--- config.mk ---
export PLATFORM = sky130hd
export DESIGN_NAME = cmv300_sensor_emu
export DESIGN_NICKNAME = d
export VERILOG_FILES = /design/src/rtl/cmv300_sensor_emu.sv
export SDC_FILE = /design/constraint.sdc
export NUM_CORES = 1
export LEC_CHECK = 0
export BUFFER_PORTS_ARGS = -buffer_cell sky130_fd_sc_hd__buf_2
export CAP_MARGIN = 20
export CORE_MARGIN = 5
export CORE_UTILIZATION = 25
export DETAILED_ROUTE_END_ITERATION = 16
export PLACE_DENSITY_LB_ADDON = 0.15
export SLEW_MARGIN = 25
export SYNTH_ARGS = -nofsm -noshare
export SYNTH_HDL_FRONTEND = slang
export SYNTH_SLANG_ARGS = --single-unit
--- constraint.sdc ---
create_clock -name i_clk -period 7.7 [get_ports i_clk]
set_input_delay 0.385 -clock i_clk [delete_from_list [all_inputs] [get_ports i_clk]]
set_output_delay 0.385 -clock i_clk [all_outputs]
set_load 0.05 [all_outputs]
--- src/rtl/cmv300_sensor_emu.sv ---
// CMV300 sensor emulator: answers FRAME_REQ rising edges with an FVAL/LVAL/DVAL-framed
// test-pattern frame after a SYS_RES_N holdoff.
module cmv300_sensor_emu #(
  parameter int unsigned H_PIXELS   = 640,
  parameter int unsigned V_LINES    = 480,
  parameter int unsigned H_BLANK    = 16,
  parameter int unsigned FOT_CYCLES = 32,
  parameter int unsigned HOLDOFF    = 80
) (
  input  logic        i_clk,
  input  logic        i_rst,
  input  logic        i_sys_res_n,
  input  logic        i_frame_req,
  input  logic [1:0]  i_pattern,
  output logic        o_fval,
  output logic        o_lval,
  output logic        o_dval,
  output logic [9:0]  o_data,
  output logic        o_ready,
  output logic        o_frame_done,
  output logic [15:0] o_frame_cnt
);

  typedef enum logic [2:0] {S_INIT, S_IDLE, S_FOT, S_LINE, S_HBLANK} state_t;

  localparam logic [15:0] X_LAST    = 16'(H_PIXELS - 1);
  localparam logic [15:0] Y_LAST    = 16'(V_LINES - 1);
  localparam logic [31:0] FOT_LAST  = 32'(FOT_CYCLES - 1);
  localparam logic [31:0] HB_LAST   = 32'(H_BLANK - 1);
  localparam logic [31:0] HOLD_LAST = 32'(HOLDOFF - 1);

  state_t      state;
  logic [31:0] hold_cnt;
  logic [31:0] phase_cnt;
  logic [15:0] x;
  logic [15:0] y;
  logic [15:0] x_inc;
  logic [15:0] y_inc;
  logic [1:0]  pattern;
  logic        req_prev;
  logic        req_edge;
  logic        pending;

  assign req_edge = i_frame_req & ~req_prev;

  always_comb begin
    x_inc = x + 16'd1;
    y_inc = y + 16'd1;
  end

  function automatic logic [9:0] pixel(input logic [1:0] p, input logic [9:0] px,
                                       input logic [9:0] py, input logic [9:0] fc);
    case (p)
      2'd0:    return px;
      2'd1:    return px + py;
      2'd2:    return px + fc;
      default: return 10'h2AA;
    endcase
  endfunction

  // x tracks the pixel currently on o_data, so each beat presents pixel(x+1).
  always_ff @(posedge i_clk) begin
    if (i_rst) begin
      state        <= S_INIT;
      hold_cnt     <= '0;
      phase_cnt    <= '0;
      x            <= '0;
      y            <= '0;
      pattern      <= '0;
      req_prev     <= 1'b1;
      pending      <= 1'b0;
      o_fval       <= 1'b0;
      o_lval       <= 1'b0;
      o_dval       <= 1'b0;
      o_data       <= '0;
      o_ready      <= 1'b0;
      o_frame_done <= 1'b0;
      o_frame_cnt  <= '0;
    end else begin
      req_prev     <= i_frame_req;
      o_frame_done <= 1'b0;
      if (!i_sys_res_n) begin
        state    <= S_INIT;
        hold_cnt <= '0;
        pending  <= 1'b0;
        x        <= '0;
        y        <= '0;
        o_fval   <= 1'b0;
        o_lval   <= 1'b0;
        o_dval   <= 1'b0;
        o_data   <= '0;
        o_ready  <= 1'b0;
      end else begin
        case (state)
          S_INIT: begin
            if (hold_cnt == HOLD_LAST) begin
              state   <= S_IDLE;
              o_ready <= 1'b1;
            end else begin
              hold_cnt <= hold_cnt + 32'd1;
            end
          end
          S_IDLE: begin
            if (req_edge) begin
              pattern   <= i_pattern;
              x         <= '0;
              y         <= '0;
              phase_cnt <= '0;
              state     <= S_FOT;
              o_ready   <= 1'b0;
            end
          end
          S_FOT: begin
            if (req_edge) pending <= 1'b1;
            if (phase_cnt == FOT_LAST) begin
              state  <= S_LINE;
              x      <= '0;
              o_fval <= 1'b1;
              o_lval <= 1'b1;
              o_dval <= 1'b1;
              o_data <= pixel(pattern, 10'd0, y[9:0], o_frame_cnt[9:0]);
            end else begin
              phase_cnt <= phase_cnt + 32'd1;
            end
          end
          S_LINE: begin
            if (req_edge) pending <= 1'b1;
            if (x == X_LAST) begin
              state     <= S_HBLANK;
              x         <= '0;
              phase_cnt <= '0;
              o_lval    <= 1'b0;
              o_dval    <= 1'b0;
              o_data    <= '0;
            end else begin
              x      <= x_inc;
              o_data <= pixel(pattern, x_inc[9:0], y[9:0], o_frame_cnt[9:0]);
            end
          end
          S_HBLANK: begin
            if (req_edge) pending <= 1'b1;
            if (phase_cnt != HB_LAST) begin
              phase_cnt <= phase_cnt + 32'd1;
            end else if (y == Y_LAST) begin
              y            <= '0;
              o_fval       <= 1'b0;
              o_frame_done <= 1'b1;
              o_frame_cnt  <= o_frame_cnt + 16'd1;
              // An edge landing on the frame-end cycle is merged into the pending request.
              if (pending || req_edge) begin
                pending   <= 1'b0;
                pattern   <= i_pattern;
                phase_cnt <= '0;
                state     <= S_FOT;
              end else begin
                state   <= S_IDLE;
                o_ready <= 1'b1;
              end
            end else begin
              y      <= y_inc;
              state  <= S_LINE;
              o_lval <= 1'b1;
              o_dval <= 1'b1;
              o_data <= pixel(pattern, 10'd0, y_inc[9:0], o_frame_cnt[9:0]);
            end
          end
          default: state <= S_INIT;
        endcase
      end
    end
  end

endmodule

==> results of run 1 <==
per-layer routing:
metal	GRT usage	vias to the layer above	routed length (um)
met1	0.1703	2948	10070
met3	0.02661	20	800
met5	0	-	0
met2	0.2045	83	9658
li1	-	3290	-
met4	0.03933	0	352
worst min-delay path: stages:
cell                      delay, ns
sky130_fd_sc_hd__buf_2         0.08
sky130_fd_sc_hd__mux2i_1       0.05
sky130_fd_sc_hd__nor2_1        0.07
area by class of cell:
| class | count | area (um2) |
|---|---|---|
| Timing Repair Buffer | 43 | 232.7 |
| Inverter | 19 | 71.32 |
| Tap cell | 384 | 480.5 |
| Fill cell | 3123 | 20300 |
| Clock inverter | 10 | 168.9 |
| Multi-Input combinational cell | 725 | 4459 |
| Clock buffer | 21 | 480.5 |
| Sequential cell | 133 | 2663 |
report_power, final:
group | total (uW) | internal, uW | switching, uW
Clock | 904 | 578 | 326
Combinational | 19.8 | 4.06 | 15.7
Sequential | 689 | 689 | 0.560
Total | 1610 | 1270 | 342
placed cells by master (no fill, tap or decap), types with 7 or more instances in the layout:
| cell type | netlist | routed |
|---|---|---|
| sky130_fd_sc_hd__nand4_1 | 35 | 35 |
| sky130_fd_sc_hd__dfxtp_1 | 133 | 133 |
| sky130_fd_sc_hd__and4_1 | 7 | 7 |
| sky130_fd_sc_hd__ha_1 | 19 | 19 |
| sky130_fd_sc_hd__buf_4 | 1 | 7 |
| sky130_fd_sc_hd__and3_1 | 24 | 24 |
| sky130_fd_sc_hd__nor2_1 | 137 | 137 |
| sky130_fd_sc_hd__nor3_1 | 30 | 29 |
| sky130_fd_sc_hd__nor2b_1 | 7 | 7 |
| sky130_fd_sc_hd__clkbuf_16 | 0 | 17 |
| sky130_fd_sc_hd__inv_1 | 19 | 19 |
| sky130_fd_sc_hd__and2_1 | 12 | 12 |
| sky130_fd_sc_hd__xor2_1 | 67 | 67 |
| sky130_fd_sc_hd__nand2_1 | 72 | 72 |
| sky130_fd_sc_hd__nor4_1 | 20 | 20 |
| sky130_fd_sc_hd__buf_2 | 3 | 36 |
| sky130_fd_sc_hd__or3_1 | 18 | 18 |
| sky130_fd_sc_hd__mux2_2 | 8 | 8 |
| sky130_fd_sc_hd__o21ai_0 | 42 | 42 |
| sky130_fd_sc_hd__nand2b_1 | 9 | 8 |
| sky130_fd_sc_hd__a21oi_1 | 52 | 52 |
| sky130_fd_sc_hd__nand3_1 | 49 | 49 |
| sky130_fd_sc_hd__xnor2_1 | 42 | 42 |
flip-flops by register name, indices dropped and copies added (netlist names), 2 cells and up:
signal and cells:
state 3, y 16, hold_cnt 32, x 16, o_frame_cnt 16, pattern 2, o_data 10, phase_cnt 32
metrics by stage:
stage	power, uW	hold WS (ns)	setup slack (ns)	util	cell area, um2
finish	1613	0.2030	4.085	0.2965	8556
global route	1670	0.2252	3.724	0.2965	8556
detailed placement	725.2	0.4458	4.081	0.2740	7906
floorplan	716.3	0.4436	4.808	-	7362
CTS	1642	0.1912	4.074	0.2965	8556
global placement	725.6	0.4440	4.184	0.2738	7901
kinds of logic (layout without fill, tap and decap cells):
group | Yosys count | count (layout) | synth area share
AO/OA/AOI/OAI | 140 | 140 | 0.1144
XOR/XNOR | 109 | 109 | 0.1297
adder cells (fa/ha/maj) | 20 | 20 | 0.03501
buffers and inverters | 66 | 93 | 0.03467
flip-flops | 133 | 133 | 0.3617
multiplexers | 14 | 14 | 0.02040
AND/OR/NAND/NOR | 442 | 442 | 0.3042
how the worst max path moves through the flow:
| stage | to | slack [ns] |
|---|---|---|
| after floorplan | o_data[6] | 4.81 |
| after global placement | phase_cnt[4] | 4.18 |
| after detailed placement | phase_cnt[24] | 4.08 |
| after CTS | phase_cnt[24] | 4.07 |
| after global routing | phase_cnt[24] | 3.72 |
| final | phase_cnt[24] | 4.08 |
==> reports/qor_table.md, run 1 <==
| Metric | Value | Unit |
|:---|:---|:---|
| Status | finished clean | - |
| Final wirelength | 20.88 | mm |
| Cts hold-fix bufs | 0 | - |
| #FFs+latches synth | 133 | - |
| Number of warnings printed during yosys synthesis | 0 | - |
| Yosys top cell by area | sky130_fd_sc_hd__dfxtp_1 | - |
| GRT Total Usage | 0.1268 | - |
| Fraction of layout instances using a drive strength above 1 | 0.09569 | - |
| Number of global-route vias before repair | 6092 | - |
| Worst Hold End | pattern[0] | - |
| Number of cells on the worst reg-to-reg path | 7 | - |
| Dominant synthesized flop cell | sky130_fd_sc_hd__dfxtp_1 | - |
| DR DRC count | 0 | - |
| Max Clk Rate | 0.2766 | GHz |
| Core area | 28860 | um2 |
| Syn nets | 950 | - |
| Pwr dens | 188.5 | nW/um2 |
| Post-CTS setup buffer count | 0 | - |
| Estimated wirelength of the detail-placed design | 14.88 | mm |
| Synth cell count leaders | sky130_fd_sc_hd__nor2_1, sky130_fd_sc_hd__dfxtp_1, sky130_fd_sc_hd__nand2_1 | - |
| Arr. time, crit path | 3.90 | ns |
| Antenna-violating nets left | 0 | - |
| Number of instances on the worst hold path | 3 | - |
| Leading cell type by number of instances after synthesis | sky130_fd_sc_hd__nor2_1 | - |
| Buffers and inverters on the worst path | 1 | - |
| Vertical die dimension | 181.6 | um |
| Count of cell instances traversed by the critical path | 7 | - |
| Cells after Synth | 924 | - |
| Distinct cell type count after synthesis | 63 | - |
| HP Start | i_pattern[0] | - |
| Placer congestion estimate | 0.8118 | - |
| Max VDD drop | 0.1426 | mV |
| Worst setup path category | flip-flop to flip-flop | - |
| Area Overhead vs Synth | 16.21 | % |
| Skew final | 0.009001 | ns |
| # resized after CTS | 0 | - |
| Worst flop-to-flop path startpoint | y[8] | - |
| Stage delay of the slowest cell on the critical path | 0.84 | ns |
| TritonCTS clock tree | built | - |
| Slowest cell on the critical path | sky130_fd_sc_hd__nor4_1 | - |
| Final hold violation count | 0 | - |
| Static power due to leakage | 0.003005 | uW |
| Initial antenna violation count | 0 | - |
| Latest clock arrival within the worst-skew pair | 0.43 | ns |
| Leftover overflow at the end of global routing | 0 | - |
| Fraction of registers with async set or reset after synthesis | 0 | - |
| Element type at the critical path end | flip-flop | - |
| Antenna fix cells | 0 | - |
| FF-to-FF setup slack | 4.08 | ns |
| Mean routed wirelength per cell | 15.64 | um |
| Max Root-Sink Buffers | 2 | - |
| CP max FO | 33 | - |
| Minimum period implied by the final worst setup slack | 3.616 | ns |
| DR pass1 iterations | 4 | - |
| Synthesized area divided by synthesized cell count | 7.968 | um2 |
| Post-layout nets | 965 | - |
| Seq/Total Area, Yosys | 0.3617 | - |
| Period utilisation layout | 0.4695 | - |
| Chain of cells forming the critical path | or3b_1 -> nor4_1 -> nand2_1 -> a211oi_4 -> buf_4 -> a31o_2 -> nor2_1 | - |
| Post-route insts no fill | 1335 | - |
| Combined area of all synthesized cells | 7362 | um2 |
| CP startpoint | y[8] | - |
| RSZ-0062 raised after global routing | false | - |
| Type of element launching the critical path | flip-flop | - |
| Largest net degree at the start of global routing | 47 | - |
| Clk slew on worst S/H paths | 0.06 | ns |
| Die Footprint | 32980 | um2 |
| WP data required | 7.98 | ns |
| Clk Tree Root Cell | sky130_fd_sc_hd__clkbuf_16 | - |
| Min-delay worst type | input pin to flip-flop | - |
| Setup Total Neg Slack | 0 | ns |
| # clock sinks | 133 | - |
| Standard-cell row count | 62 | - |
| Via total after detailed routing | 6341 | - |
| Largest delay contributor family on the critical path | simple AND/OR/NAND/NOR gates | - |
| Pins over their slew limit | 0 | - |
| Number of max-cap violations | 0 | - |
| Die extent in x | 181.6 | um |
| Cell types with the largest area share after synthesis | sky130_fd_sc_hd__dfxtp_1, sky130_fd_sc_hd__xor2_1, sky130_fd_sc_hd__nor2_1 | - |
| Drt first-iter violations | 317 | - |
| Buffers added on ports | 36 | - |
| Post-synth EDFFs | 0 | - |
| Total CTS buffers | 17 | - |
| First-pass GRT wire length | 33.69 | mm |
| Vias per cell | 4.750 | - |
| R2r endpoint | phase_cnt[24] | - |
| Setup violations, final | 0 | - |
| Max H-tree Level | 4 | - |
| Cells after DPL | 1304 | - |
| Worst slew margin relative to its limit | 0.3570 | - |
| Area share of the largest cell type after synthesis | 0.3617 | - |
| Slew at the pin closest to its max-slew limit | 0.9557 | ns |
| Number of primary I/O pins | 37 | - |
| Starting density of the core | 0.2551 | - |
Power figures use the tool's default switching activity.
==> run 2, diff against run 1 <==
clock period = 3.6 ns   (was 7.7 ns; I/O delays follow)
==> reports/qor_table.md, run 2 (synthesis gave the netlist of run 1 again) <==
| Metric | Value | Unit |
|:---|:---|:---|
| Drt first-iter violations | 345 | - |
| Standard-cell row count | 62 | - |
| Initial antenna violation count | 0 | - |
| Worst Hold Slack | 0.2128 | ns |
| Number of primary I/O pins | 37 | - |
| Pins over their slew limit | 0 | - |
| Total CTS buffers | 17 | - |
| Leftover overflow at the end of global routing | 0 | - |
| Leading cell type in the layout, fill and taps excluded | sky130_fd_sc_hd__nor2_1 | - |
| Cts hold-fix bufs | 3 | - |
| Max H-tree Level | 4 | - |
| # resized after CTS | 0 | - |
| Max Clk Rate | 0.3223 | GHz |
| Final hold violation count | 0 | - |
| Post-CTS setup buffer count | 0 | - |
| Max Root-Sink Buffers | 2 | - |
| Storage element area | 2663 | um2 |
| Most frequent cell on the critical path | sky130_fd_sc_hd__or3_1 | - |
| Final Instance Area | 8606 | um2 |
| Stage delay of the slowest cell on the critical path | 0.63 | ns |
| WP data required | 3.94 | ns |
| Net Sw Frac | 0.2338 | - |
| Core area | 28860 | um2 |
| Worst flop-to-flop path startpoint | y[1] | - |
| Pwr dens | 380.4 | nW/um2 |
| Via total after detailed routing | 6533 | - |
| Pint | 2508 | uW |
| HP Start | i_rst | - |
| Slew at the pin closest to its max-slew limit | 0.8701 | ns |
| Worst Hold End | o_frame_cnt[4] | - |
| Commonest cells after routing, fill and taps aside | sky130_fd_sc_hd__nor2_1, sky130_fd_sc_hd__dfxtp_1, sky130_fd_sc_hd__nand2_1 | - |
| Die extent in x | 181.6 | um |
| Min-delay worst type | input pin to flip-flop | - |
| Fraction of layout instances using a drive strength above 1 | 0.1066 | - |
| First-pass GRT wire length | 35.13 | mm |
| Number of global-route vias before repair | 6327 | - |
| Vias per cell | 4.839 | - |
| RSZ-0062 raised after global routing | false | - |
| Die Footprint | 32980 | um2 |
| Clock share of power | 0.536 | - |
| Mean routed wirelength per cell | 15.71 | um |
| Arr. time, crit path | 3.45 | ns |
| Worst setup path category | flip-flop to flip-flop | - |
| Largest registers | hold_cnt (32), phase_cnt (32) | - |
| Setup violations, final | 0 | - |
| DR DRC count | 0 | - |
| Number of instances on the worst hold path | 2 | - |
| Comb power frac | 0.014 | - |
| # clock sinks | 133 | - |
| Slowest cell on the critical path | sky130_fd_sc_hd__or4_4 | - |
| TritonCTS clock tree | built | - |
| Switching Power | 765.3 | uW |
| Element type at the critical path end | flip-flop | - |
| Chain of cells forming the critical path | ha_1 -> nand4_1 -> or4_4 -> nor4_4 -> nand4_4 -> or3_1 -> or3_1 -> a21oi_1 | - |
| Setup Total Neg Slack | 0 | ns |
| Final wirelength | 21.21 | mm |
| Filler Cell Count | 3160 | - |
| Antenna fix cells | 0 | - |
| Largest net degree at the start of global routing | 34 | - |
| Worst slew margin relative to its limit | 0.4188 | - |
| CP max FO | 9 | - |
| Number of cells on the worst reg-to-reg path | 8 | - |
| Type of element launching the critical path | flip-flop | - |
| Buffers added on ports | 36 | - |
| Clk Tree Root Cell | sky130_fd_sc_hd__clkbuf_16 | - |
| Max VDD drop | 0.2927 | mV |
| Skew final | 0.009954 | ns |
| Sequential share of power | 0.450 | - |
| Placer congestion estimate | 0.8103 | - |
| Placed Area | 7991 | um2 |
| Number of max-cap violations | 0 | - |
| Vertical die dimension | 181.6 | um |
| Antenna-violating nets left | 0 | - |
| Minimum period implied by the final worst setup slack | 3.102 | ns |
| Estimated wirelength of the detail-placed design | 15.23 | mm |
| Starting density of the core | 0.2551 | - |
| DR pass1 iterations | 7 | - |
| Latest clock arrival within the worst-skew pair | 0.42 | ns |
| Area occupied by multi-input gates | 4459 | um2 |
| FF-to-FF setup slack | 0.50 | ns |
| Status | finished clean | - |
| Period utilisation layout | 0.8617 | - |
| Post-layout nets | 980 | - |
| GRT Total Usage | 0.1297 | - |
| Area Overhead vs Synth | 16.89 | % |
| Static power due to leakage | 0.003047 | uW |
| Clk slew on worst S/H paths | 0.06 | ns |
| R2r endpoint | o_frame_cnt[11] | - |
## run 2: routing by layer
layer	track usage	up-vias	share of wire
met1	0.1781	3094	0.48
met2	0.2082	108	0.47
li1	-	3312	-
met5	0	-	0
met4	0.03392	0	0.014
met3	0.02641	19	0.037
## run 2: layout make-up
| type | count | share of cell area |
|---|---|---|
| Multi-Input combinational cell | 725 | 0.5182 |
| Timing Repair Buffer | 58 | 0.04100 |
| Sequential cell | 133 | 0.3094 |
| Clock inverter | 14 | 0.01788 |
| Inverter | 19 | 0.008287 |
| Clock buffer | 17 | 0.04943 |
| Tap cell | 384 | 0.05583 |
## run 2: worst max-delay path by stage
stage	start	end	slack (ns)	cells after the start
2_1_floorplan	pattern[0]	o_data[6]	0.71	12
3_3_place_gp	y[1]	o_frame_cnt[15]	0.55	8
3_5_place_dp	y[1]	o_frame_cnt[15]	0.51	8
4_1_cts	y[1]	o_frame_cnt[11]	0.49	8
5_1_grt	phase_cnt[19]	o_data[7]	0.24	7
6_report	y[1]	o_frame_cnt[11]	0.50	8
## run 2: power groups by stage
stage	clock (uW)	sequential, uW	combinational (uW)
floorplan	0	1510	25.2
global placement	0	1510	45.7
detailed placement	0	1510	45.0
CTS	1800	1470	48.0
global route	1870	1470	51.4
finish	1750	1470	45.8
## run 2: worst max-delay path: cells and delay by family (launching register included)
| kind | cells | cell delay, ns |
|---|---|---|
| adder cells (fa/ha/maj) | 1 | 0.27 |
| flip-flops | 1 | 0.43 |
| AO/OA/AOI/OAI | 1 | 0.16 |
| AND/OR/NAND/NOR | 6 | 2.16 |
## run 2: metrics by stage
stage                     cells  utilization  worst slack, ns  power (uW)
after floorplan             924            -           0.7079        1532
after global placement     1316       0.2769           0.5541        1553
after detailed placement   1316       0.2769           0.5100        1552
after CTS                  1350       0.2980           0.4908        3320
after global routing       1350       0.2982           0.2372        3392
final                      1350       0.2982           0.4978        3274
